===== src/rtl/cfg_reg_arbiter.sv =====
// Round-robin arbiter that serialises NUM_REQ requesters onto the single-ported
// config register file. Optional WAIT timeout is built when CFG_ARB_TIMEOUT_EN is defined.
module cfg_reg_arbiter #(
  parameter int NUM_REQ        = 2,
  parameter int ADDR_WIDTH     = 5,
  parameter int DATA_WIDTH     = 32,
  parameter int TIMEOUT_CYCLES = 15
) (
  input  logic                               clk,
  input  logic                               reset,
  input  logic [NUM_REQ-1:0]                 req_valid,
  input  logic [NUM_REQ-1:0]                 req_write,
  input  logic [NUM_REQ*ADDR_WIDTH-1:0]      req_addr,
  input  logic [NUM_REQ*DATA_WIDTH-1:0]      req_wdata,
  input  logic [NUM_REQ*(DATA_WIDTH/8)-1:0]  req_wstrb,
  output logic [NUM_REQ-1:0]                 req_ready,
  output logic [NUM_REQ-1:0]                 rsp_valid,
  output logic [DATA_WIDTH-1:0]              rsp_rdata,
  output logic                               rsp_err,
  output logic [ADDR_WIDTH-1:0]              reg_addr,
  output logic [DATA_WIDTH-1:0]              reg_wdata,
  output logic [DATA_WIDTH/8-1:0]            reg_wstrb,
  output logic                               reg_write,
  output logic                               reg_read,
  input  logic [DATA_WIDTH-1:0]              reg_rdata,
  input  logic                               reg_ready,
  output logic                               busy,
  output logic [$clog2(NUM_REQ)-1:0]         grant_id,
  output logic [1:0]                         o_dbg_state
);

  localparam int IDW = $clog2(NUM_REQ);
  localparam int SW  = DATA_WIDTH / 8;

  // Handshake: a requester holds req_valid and its fields until req_ready (IDLE only);
  // the transaction completes with a one-cycle rsp_valid pulse to the granted requester.
  typedef enum logic [1:0] {
    S_IDLE  = 2'd0,
    S_ISSUE = 2'd1,
    S_WAIT  = 2'd2,
    S_RESP  = 2'd3
  } state_t;

  state_t                r_state, w_next;
  logic [IDW-1:0]        r_last, r_grant, w_gnt, w_cand;
  logic                  w_any;
  logic                  r_write;
  logic [ADDR_WIDTH-1:0] r_addr, w_sel_addr;
  logic [DATA_WIDTH-1:0] r_wdata, w_sel_wdata, r_rsp_data;
  logic [SW-1:0]         r_wstrb, w_sel_wstrb;
  logic                  w_sel_write;

  // Search starts one past the last served requester, wrapping modulo NUM_REQ.
  always_comb begin
    w_any  = 1'b0;
    w_gnt  = r_last;
    w_cand = '0;
    for (int i = 1; i <= NUM_REQ; i++) begin
      w_cand = IDW'((int'(r_last) + i) % NUM_REQ);
      if (!w_any && req_valid[w_cand]) begin
        w_any = 1'b1;
        w_gnt = w_cand;
      end
    end
  end

  always_comb begin
    w_sel_addr  = '0;
    w_sel_wdata = '0;
    w_sel_wstrb = '0;
    w_sel_write = 1'b0;
    for (int i = 0; i < NUM_REQ; i++) begin
      if (w_gnt == IDW'(i)) begin
        w_sel_addr  = req_addr[i*ADDR_WIDTH +: ADDR_WIDTH];
        w_sel_wdata = req_wdata[i*DATA_WIDTH +: DATA_WIDTH];
        w_sel_wstrb = req_wstrb[i*SW +: SW];
        w_sel_write = req_write[i];
      end
    end
  end

`ifdef CFG_ARB_TIMEOUT_EN
  localparam int CNT_W = $clog2(TIMEOUT_CYCLES + 1);
  logic [CNT_W-1:0] r_cnt;
  logic             r_err;
  logic             w_timeout;
`endif

  always_ff @(posedge clk or posedge reset) begin
    if (reset) r_state <= S_IDLE;
    else       r_state <= w_next;
  end

  always_comb begin
    w_next    = r_state;
    req_ready = '0;
    rsp_valid = '0;
    reg_write = 1'b0;
    reg_read  = 1'b0;
    busy      = 1'b1;
`ifdef CFG_ARB_TIMEOUT_EN
    w_timeout = 1'b0;
`endif
    case (r_state)
      S_IDLE: begin
        busy = 1'b0;
        // Acceptance is combinational, so keep it quiet while reset is held.
        if (w_any && !reset) begin
          req_ready[w_gnt] = 1'b1;
          w_next           = S_ISSUE;
        end
      end
      S_ISSUE: begin
        reg_write = r_write;
        reg_read  = !r_write;
        w_next    = S_WAIT;
      end
      S_WAIT: begin
        if (reg_ready) begin
          w_next = S_RESP;
        end
`ifdef CFG_ARB_TIMEOUT_EN
        else if (r_cnt == CNT_W'(TIMEOUT_CYCLES)) begin
          w_next    = S_RESP;
          w_timeout = 1'b1;
        end
`endif
      end
      S_RESP: begin
        rsp_valid[r_grant] = 1'b1;
        w_next             = S_IDLE;
      end
      default: w_next = S_IDLE;
    endcase
  end

  always_ff @(posedge clk or posedge reset) begin
    if (reset) begin
      r_last     <= IDW'(NUM_REQ - 1);
      r_grant    <= '0;
      r_write    <= 1'b0;
      r_addr     <= '0;
      r_wdata    <= '0;
      r_wstrb    <= '0;
      r_rsp_data <= '0;
    end else begin
      if (r_state == S_IDLE && w_any) begin
        r_grant <= w_gnt;
        r_write <= w_sel_write;
        r_addr  <= w_sel_addr;
        r_wdata <= w_sel_wdata;
        r_wstrb <= w_sel_wstrb;
      end
      if (r_state == S_WAIT && reg_ready) begin
        r_rsp_data <= r_write ? '0 : reg_rdata;
      end
`ifdef CFG_ARB_TIMEOUT_EN
      else if (w_timeout) begin
        r_rsp_data <= '0;
      end
`endif
      if (r_state == S_RESP) begin
        r_last <= r_grant;
      end
    end
  end

`ifdef CFG_ARB_TIMEOUT_EN
  always_ff @(posedge clk or posedge reset) begin
    if (reset) begin
      r_cnt <= '0;
      r_err <= 1'b0;
    end else begin
      if (r_state == S_ISSUE)     r_cnt <= '0;
      else if (r_state == S_WAIT) r_cnt <= r_cnt + CNT_W'(1);
      if (r_state == S_WAIT && reg_ready) r_err <= 1'b0;
      else if (w_timeout)                 r_err <= 1'b1;
    end
  end
  assign rsp_err = r_err;
`else
  // Without the timeout a response can never be an error; the comparison is constant false.
  assign rsp_err = (TIMEOUT_CYCLES < 0);
`endif

  assign rsp_rdata   = r_rsp_data;
  assign reg_addr    = r_addr;
  assign reg_wdata   = r_wdata;
  assign reg_wstrb   = r_wstrb;
  assign grant_id    = r_grant;
  assign o_dbg_state = r_state;

endmodule


===== config.mk =====
export PLATFORM = sky130hd
export DESIGN_NAME = cfg_reg_arbiter
export DESIGN_NICKNAME = d
export VERILOG_FILES = /design/src/rtl/cfg_reg_arbiter.sv
export SDC_FILE = /design/constraint.sdc
export NUM_CORES = 1
export LEC_CHECK = 0
export ABC_AREA = 1
export ABC_CLOCK_PERIOD_IN_PS = 4900
export BUFFER_PORTS_ARGS = -buffer_cell sky130_fd_sc_hd__buf_4
export CAP_MARGIN = 20
export CELL_PAD_IN_SITES_DETAIL_PLACEMENT = 1
export CELL_PAD_IN_SITES_GLOBAL_PLACEMENT = 2
export CORE_ASPECT_RATIO = 1.75
export CORE_MARGIN = 5
export CORE_UTILIZATION = 26
export CTS_CLUSTER_SIZE = 30
export DETAILED_ROUTE_END_ITERATION = 10
export MAX_ROUTING_LAYER = met4
export PLACE_DENSITY_LB_ADDON = 0.1
export SLEW_MARGIN = 20
export SYNTH_ARGS = -nofsm -noshare
export SYNTH_HDL_FRONTEND = slang
export SYNTH_SLANG_ARGS = --single-unit

===== constraint.sdc =====
create_clock -name clk -period 4.9 [get_ports clk]
set_clock_uncertainty 0.2 [all_clocks]
set_input_delay 0.245 -clock clk [delete_from_list [all_inputs] [get_ports clk]]
set_output_delay 0.245 -clock clk [all_outputs]
set_load 0.005 [all_outputs]

==> reports/summary.txt, run 1 <==
antenna-violating nets left: 0
synthesized instance count: 543
core area: 15300 um2
clock-pin slew on the worst setup and hold paths: 0.06 ns
Synth Area in Adders: 1.55%
WP buf/inv: 3
DPL Wire Length: 10400 um
fill count: 1908
Min Hold Slack: 0.00878 ns
Slowest cell on crit path: clkinv_4
crit path cell chain: inv_1 -> ha_1 -> nand2_4 -> clkinv_4 -> nand2_1 -> nor2_1 -> buf_4
vias in the first global route: 4527
Hold Crit Depth: 5
die height: 175 um
Synth Area in Compound Gates: 4.30%
Post-Synth XOR/XNOR Area: 0%
synth unique cells: 22
first-pass GRT wire length: 22500 um
setup bufs post-CTS: 0
DRT Pass-1 Iters: 4
crit path time final: 2.87 ns
layout cells sized above 1: 32.0%
CP Depth: 7
largest net degree at the start of global routing: 65
total CTS buffers: 9
drt total wl: 13800 um
Critical Path Sink Type: output port
I/O Pins: 205
WL/cell: 14.4 um
min-delay src: req_wdata[54]
Port Buffer Count: 203
Hold Path End: reg_wdata[22]
P_leak: 3.62 nW
number of synthesized register bits: 78
power share of the combinational group: 45.6%
FP Rows: 60
critical path class: reg -> out
worst reg2reg path depth: 6
Die Footprint: 18300 um2
slack of the worst reg-to-reg path: 2.57 ns
Final setup viols: 0
Reg power frac: 34.0%
register area share after synthesis: 48.3%
Net Switching: 0.00125 W
DR DRC count: 0
Int Power: 0.00207 W
FF-to-FF Start: o_dbg_state[0]
setup TNS: 0 ns
gr usage total: 15.5%
H-tree Lvls: 3
clock sink total: 78
Tcrit/Tclk final: 58.5%
worst slack, placed: 2.27 ns
CP arrival: 2.42 ns
most common cell after layout, fill and taps aside: nand2_1
area grow syn2layout: 54.8%
achievable clock frequency: 0.349 GHz
Via density: 4.29
Synth Area in Simple Gates: 31.5%
Clock power frac: 20.5%
synthesized area per cell: 7.45 um2
Mapped Area: 4050 um2
Net Sw Frac: 37.6%
root buffer cell: clkbuf_16
PwrDens: 530 nW/um2
Max VDD drop: 209 uV
Final Worst Setup Slack: 2.03 ns
Startpoint Class: flop
Resized Gates After CTS: 0
mux share of post-synthesis cell area: 0%
fin. max-slew vios: 0
r2r endpoint: reg_wdata[6]
diode count: 0
Synth Net Count: 669
Final Net Count: 890
Max stage delay on crit path: 0.47 ns
total number of vias: 4095
GRT overflow: 0
endpoints failing hold: 0
CTS tree: built
Die Wd: 104 um
Top Family by Delay on Critical Path: buffers and inverters
status: complete, no violations
largest family of logic cells by synthesized area: simple AND/OR/NAND/NOR gates
starting DRC count in detailed routing: 112
initial antenna violation count: 0
CTS max path bufs: 2
RSZ-0062 raised after global routing: false
max-cap violations: 0
routability cong.: 0.736
Crit Path Max Fanout: 45
Req. time, crit path: 4.45 ns
most frequent cells in the layout: 248 x nand2_1, 204 x buf_4, 95 x inv_1
worst-skew pair later-pin latency: 0.33 ns
Hold Crit Class: in -> reg
# hold bufs at CTS: 31
slew margin rel.: 33.3%
worst-margin pin slew: 0.999 ns
yosys warns: 0
Starting Density: 26.4%
## cells in the mapped netlist
| master | n | area [um2] |
|---|---|---|
| clkinv_4 | 1 | 8.76 |
| nand3_2 | 15 | 150 |
| o21ai_0 | 33 | 165 |
| inv_1 | 96 | 360 |
| buf_6 | 7 | 78.8 |
| clkbuf_1 | 3 | 11.3 |
| buf_2 | 10 | 50.1 |
| clkbuf_8 | 3 | 41.3 |
| ha_1 | 5 | 62.6 |
| or2_2 | 1 | 6.26 |
| nand3_1 | 29 | 145 |
| buf_4 | 3 | 22.5 |
| o21ai_2 | 1 | 8.76 |
| nand2_2 | 2 | 12.5 |
| nor3_1 | 1 | 5.00 |
| inv_2 | 1 | 3.75 |
| conb_1 | 1 | 3.75 |
| dfstp_2 | 1 | 26.3 |
| nor2_1 | 3 | 11.3 |
| nand2_1 | 249 | 935 |
| nand2_4 | 1 | 11.3 |
| dfrtp_1 | 77 | 1930 |
## metrics by stage
step | cells | power, W | utilization (%) | instance area (um2)
after floorplan | 543 | 0.00192 | - | 4050
after global placement | 907 | 0.00263 | 36.7 | 5620
after detailed placement | 908 | 0.00269 | 36.9 | 5650
after CTS | 955 | 0.00341 | 40.9 | 6260
after global routing | 955 | 0.00363 | 40.9 | 6260
final | 955 | 0.00332 | 40.9 | 6260
## sequential cells by signal (all words and copies together) (netlist names)
name,cells
grant_id,1
r_last,1
reg_wdata,32
reg_wstrb,4
rsp_rdata,32
r_write,1
reg_addr,5
o_dbg_state,2
## cell families (layout without fill, tap and decap cells)
group	Yosys count	after routing
AND/OR/NAND/NOR	301	301
flip-flops	78	78
other	1	1
AO/OA/AOI/OAI	34	34
buffers and inverters	124	350
adder cells (fa/ha/maj)	5	5
## layout make-up
type | instances | area, um2 | share of cell area, %
flip-flops and latches | 78 | 1950 | 31.2
repair buffers | 236 | 1870 | 29.8
multi-input cells | 341 | 1530 | 24.4
inverters | 98 | 374 | 5.97
clock buffers | 10 | 239 | 3.82
well taps | 186 | 233 | 3.72
clock inverters | 6 | 68.8 | 1.10
## metal layers
layer	GRT usage (%)	wire length, um	vias to the layer above
met1	16.7	5350	1940
met5	-	0	-
met3	3.25	653	6
li1	-	-	2038
met4	3.89	136	0
met2	28.5	7660	111
## how the worst max path moves through the flow
stage / start / endpoint / slack, ns
after global routing: o_dbg_state[0] / req_ready[1] / 1.72
after floorplan: reset / o_dbg_state[0] / 2.28
after CTS: o_dbg_state[0] / req_ready[1] / 1.92
final: o_dbg_state[0] / req_ready[1] / 2.03
after detailed placement: o_dbg_state[0] / req_ready[1] / 2.27
after global placement: o_dbg_state[0] / req_ready[1] / 2.37
## tightest hold or removal path, stage by stage
cell     delay, ns
buf_4         0.08
inv_1         0.03
nand2_1       0.05
nand3_1       0.06
nand2_1       0.05
## power groups by stage
| stage | clock, W | sequential (W) | combinational [W] |
|---|---|---|---|
| global placement | 0 | 0.00113 | 0.00150 |
| global route | 0.000736 | 0.00117 | 0.00172 |
| CTS | 0.000705 | 0.00113 | 0.00157 |
| detailed placement | 0 | 0.00114 | 0.00155 |
| finish | 0.000679 | 0.00113 | 0.00151 |
| floorplan | 0 | 0.00113 | 0.000783 |
(Power assumes the default switching activity.)
==> inputs of run 2 (changes only) <==
--- a/config.mk
+++ b/config.mk
@@ -6,14 +6,14 @@
 export NUM_CORES = 1
 export LEC_CHECK = 0
 export ABC_AREA = 1
-export ABC_CLOCK_PERIOD_IN_PS = 4900
+export ABC_CLOCK_PERIOD_IN_PS = 2800
 export BUFFER_PORTS_ARGS = -buffer_cell sky130_fd_sc_hd__buf_4
 export CAP_MARGIN = 20
 export CELL_PAD_IN_SITES_DETAIL_PLACEMENT = 1
 export CELL_PAD_IN_SITES_GLOBAL_PLACEMENT = 2
 export CORE_ASPECT_RATIO = 1.75
 export CORE_MARGIN = 5
-export CORE_UTILIZATION = 26
+export CORE_UTILIZATION = 24
 export CTS_CLUSTER_SIZE = 30
 export DETAILED_ROUTE_END_ITERATION = 10
 export MAX_ROUTING_LAYER = met4
==> constraint.sdc (replaced) <==
create_clock -name clk -period 2.8 [get_ports clk]
set_clock_uncertainty 0.2 [all_clocks]
set_input_delay 0.14 -clock clk [delete_from_list [all_inputs] [get_ports clk]]
set_output_delay 0.14 -clock clk [all_outputs]
set_load 0.005 [all_outputs]
==> run 2 against run 1 <==
  * Register-to-register slack worse by 2.1 ns
  * Sequential cell count stayed put
  * First-iteration DRC count is 9.8% higher
  * Sequential power is 76% higher
==> reports/summary.txt, run 2 (synthesis gave the netlist of run 1 again) <==
crit path time final: 2.35 ns
DPL Wire Length: 10500 um
worst-skew pair later-pin latency: 0.33 ns
slack of the worst reg-to-reg path: 0.45 ns
worst-margin pin slew: 0.742 ns
DR DRC count: 0
Final Net Count: 982
most frequent cells in the layout: 248 x nand2_1, 209 x buf_4, 118 x dlygate4sd3_1
Power Total: 0.00629 W
starting DRC count in detailed routing: 123
Die Wd: 108 um
DRT Pass-1 Iters: 4
Crit Path Max Fanout: 43
first-pass GRT wire length: 24000 um
GRT overflow: 0
total number of vias: 4460
diode count: 0
most common cell after layout, fill and taps aside: nand2_1
PwrDens: 870 nW/um2
WP buf/inv: 3
CP arrival: 2.37 ns
endpoints failing hold: 0
achievable clock frequency: 0.425 GHz
core area: 16500 um2
final core utilization: 43.7%
clock sink total: 78
Inst Count DP: 951
H-tree Lvls: 3
Max VDD drop: 361 uV
die height: 182 um
root buffer cell: clkbuf_16
Tcrit/Tclk final: 84.0%
Startpoint Class: flop
Via density: 4.11
layout cells sized above 1: 29.1%
Hold Crit Depth: 7
Critical Path Sink Type: flop
routability cong.: 0.737
initial antenna violation count: 0
P_leak: 3.93 nW
area grow syn2layout: 78.6%
Req. time, crit path: 2.82 ns
FP Rows: 62
Starting Density: 24.5%
Min Hold Slack: 0.157 ns
CTS tree: built
Port Buffer Count: 203
critical path class: reg -> reg
Hold Path End: o_dbg_state[1]
CTS max path bufs: 2
Die Footprint: 19700 um2
max-cap violations: 0
Hold Crit Class: in -> reg
min-delay src: req_valid[0]
Final setup viols: 0
setup bufs post-CTS: 0
count of non-filler cells in the finished layout: 1084
WL/cell: 13.8 um
setup TNS: 0 ns
fin. max-slew vios: 0
status: complete, no violations
vias in the first global route: 4984
total CTS buffers: 9
slew margin rel.: 50.6%
r2r endpoint: reg_wdata[9]
Top Family by Delay on Critical Path: buffers and inverters
crit path cell chain: inv_1 -> ha_1 -> nand2_4 -> clkinv_4 -> nand3_1 -> dlygate4sd3_1 -> nand2_1
Slowest cell on crit path: dlygate4sd3_1
Max stage delay on crit path: 0.57 ns
worst reg2reg path depth: 7
RSZ-0062 raised after global routing: false
gr usage total: 15.7%
antenna-violating nets left: 0
clock-pin slew on the worst setup and hold paths: 0.06 ns
FF-to-FF Start: o_dbg_state[0]
I/O Pins: 205
largest net degree at the start of global routing: 54
drt total wl: 15000 um
## run 2: cell types whose count changed in the layout (fill, tap and decap cells not counted)
cell	change
bufinv_16	+1
dlygate4sd3_1	+87
clkinv_4	-1
buf_16	-1
clkinvlp_4	-1
buf_12	+1
buf_4	+5
## run 2: layer usage
metal | routed length [um] | GRT usage [%] | share of wire [%] | vias to the layer above
li1 | - | - | - | 2217
met1 | 5780 | 16.7 | 39 | 2113
met2 | 8210 | 29.5 | 55 | 118
met3 | 775 | 2.56 | 5.2 | 12
met4 | 204 | 4.40 | 1.4 | 0
met5 | 0 | - | 0 | -
## run 2: power breakdown
group          switching [W]  internal (W)
clock network       0.000475      0.000804
registers           0.000337       0.00165
logic                0.00146       0.00156
## run 2: tightest hold or removal path: stages
cell and delay (ns):
buf_4 0.09, inv_1 0.05, nand2_2 0.09, nand2_1 0.06, nand2_1 0.10, nand3_1 0.07
nand2_1 0.07
## run 2: layout make-up
type | instances | area [um2]
clock buffers | 10 | 239
clock inverters | 5 | 82.6
fillers | 2040 | 9300
inverters | 98 | 374
multi-input cells | 341 | 1530
flip-flops and latches | 78 | 1950
well taps | 224 | 280
repair buffers | 328 | 2770
## run 2: how the worst max path moves through the flow
stage | start | end | slack [ns] | depth (start not counted)
6_report | o_dbg_state[0] | reg_wdata[9] | 0.45 | 7
5_1_grt | o_dbg_state[0] | reg_wdata[9] | 0.26 | 7
4_1_cts | o_dbg_state[0] | reg_wdata[7] | 0.42 | 7
3_5_place_dp | o_dbg_state[0] | rsp_rdata[8] | 0.77 | 5
3_3_place_gp | o_dbg_state[0] | rsp_rdata[5] | 0.87 | 5
2_1_floorplan | reset | o_dbg_state[0] | 0.29 | 6
## run 2: stage by stage
| stage | worst slack, ns | cell area, um2 |
|---|---|---|
| finish | 0.448 | 7230 |
| global route | 0.259 | 7230 |
| CTS | 0.416 | 7230 |
| detailed placement | 0.771 | 5720 |
| global placement | 0.874 | 5720 |
| floorplan | 0.288 | 4050 |
## run 2: timing repair
action | CTS | global route
gates resized for setup | 0 | 0
endpoints found under the hold margin | 101 | 0
hold buffers | 118 | 0
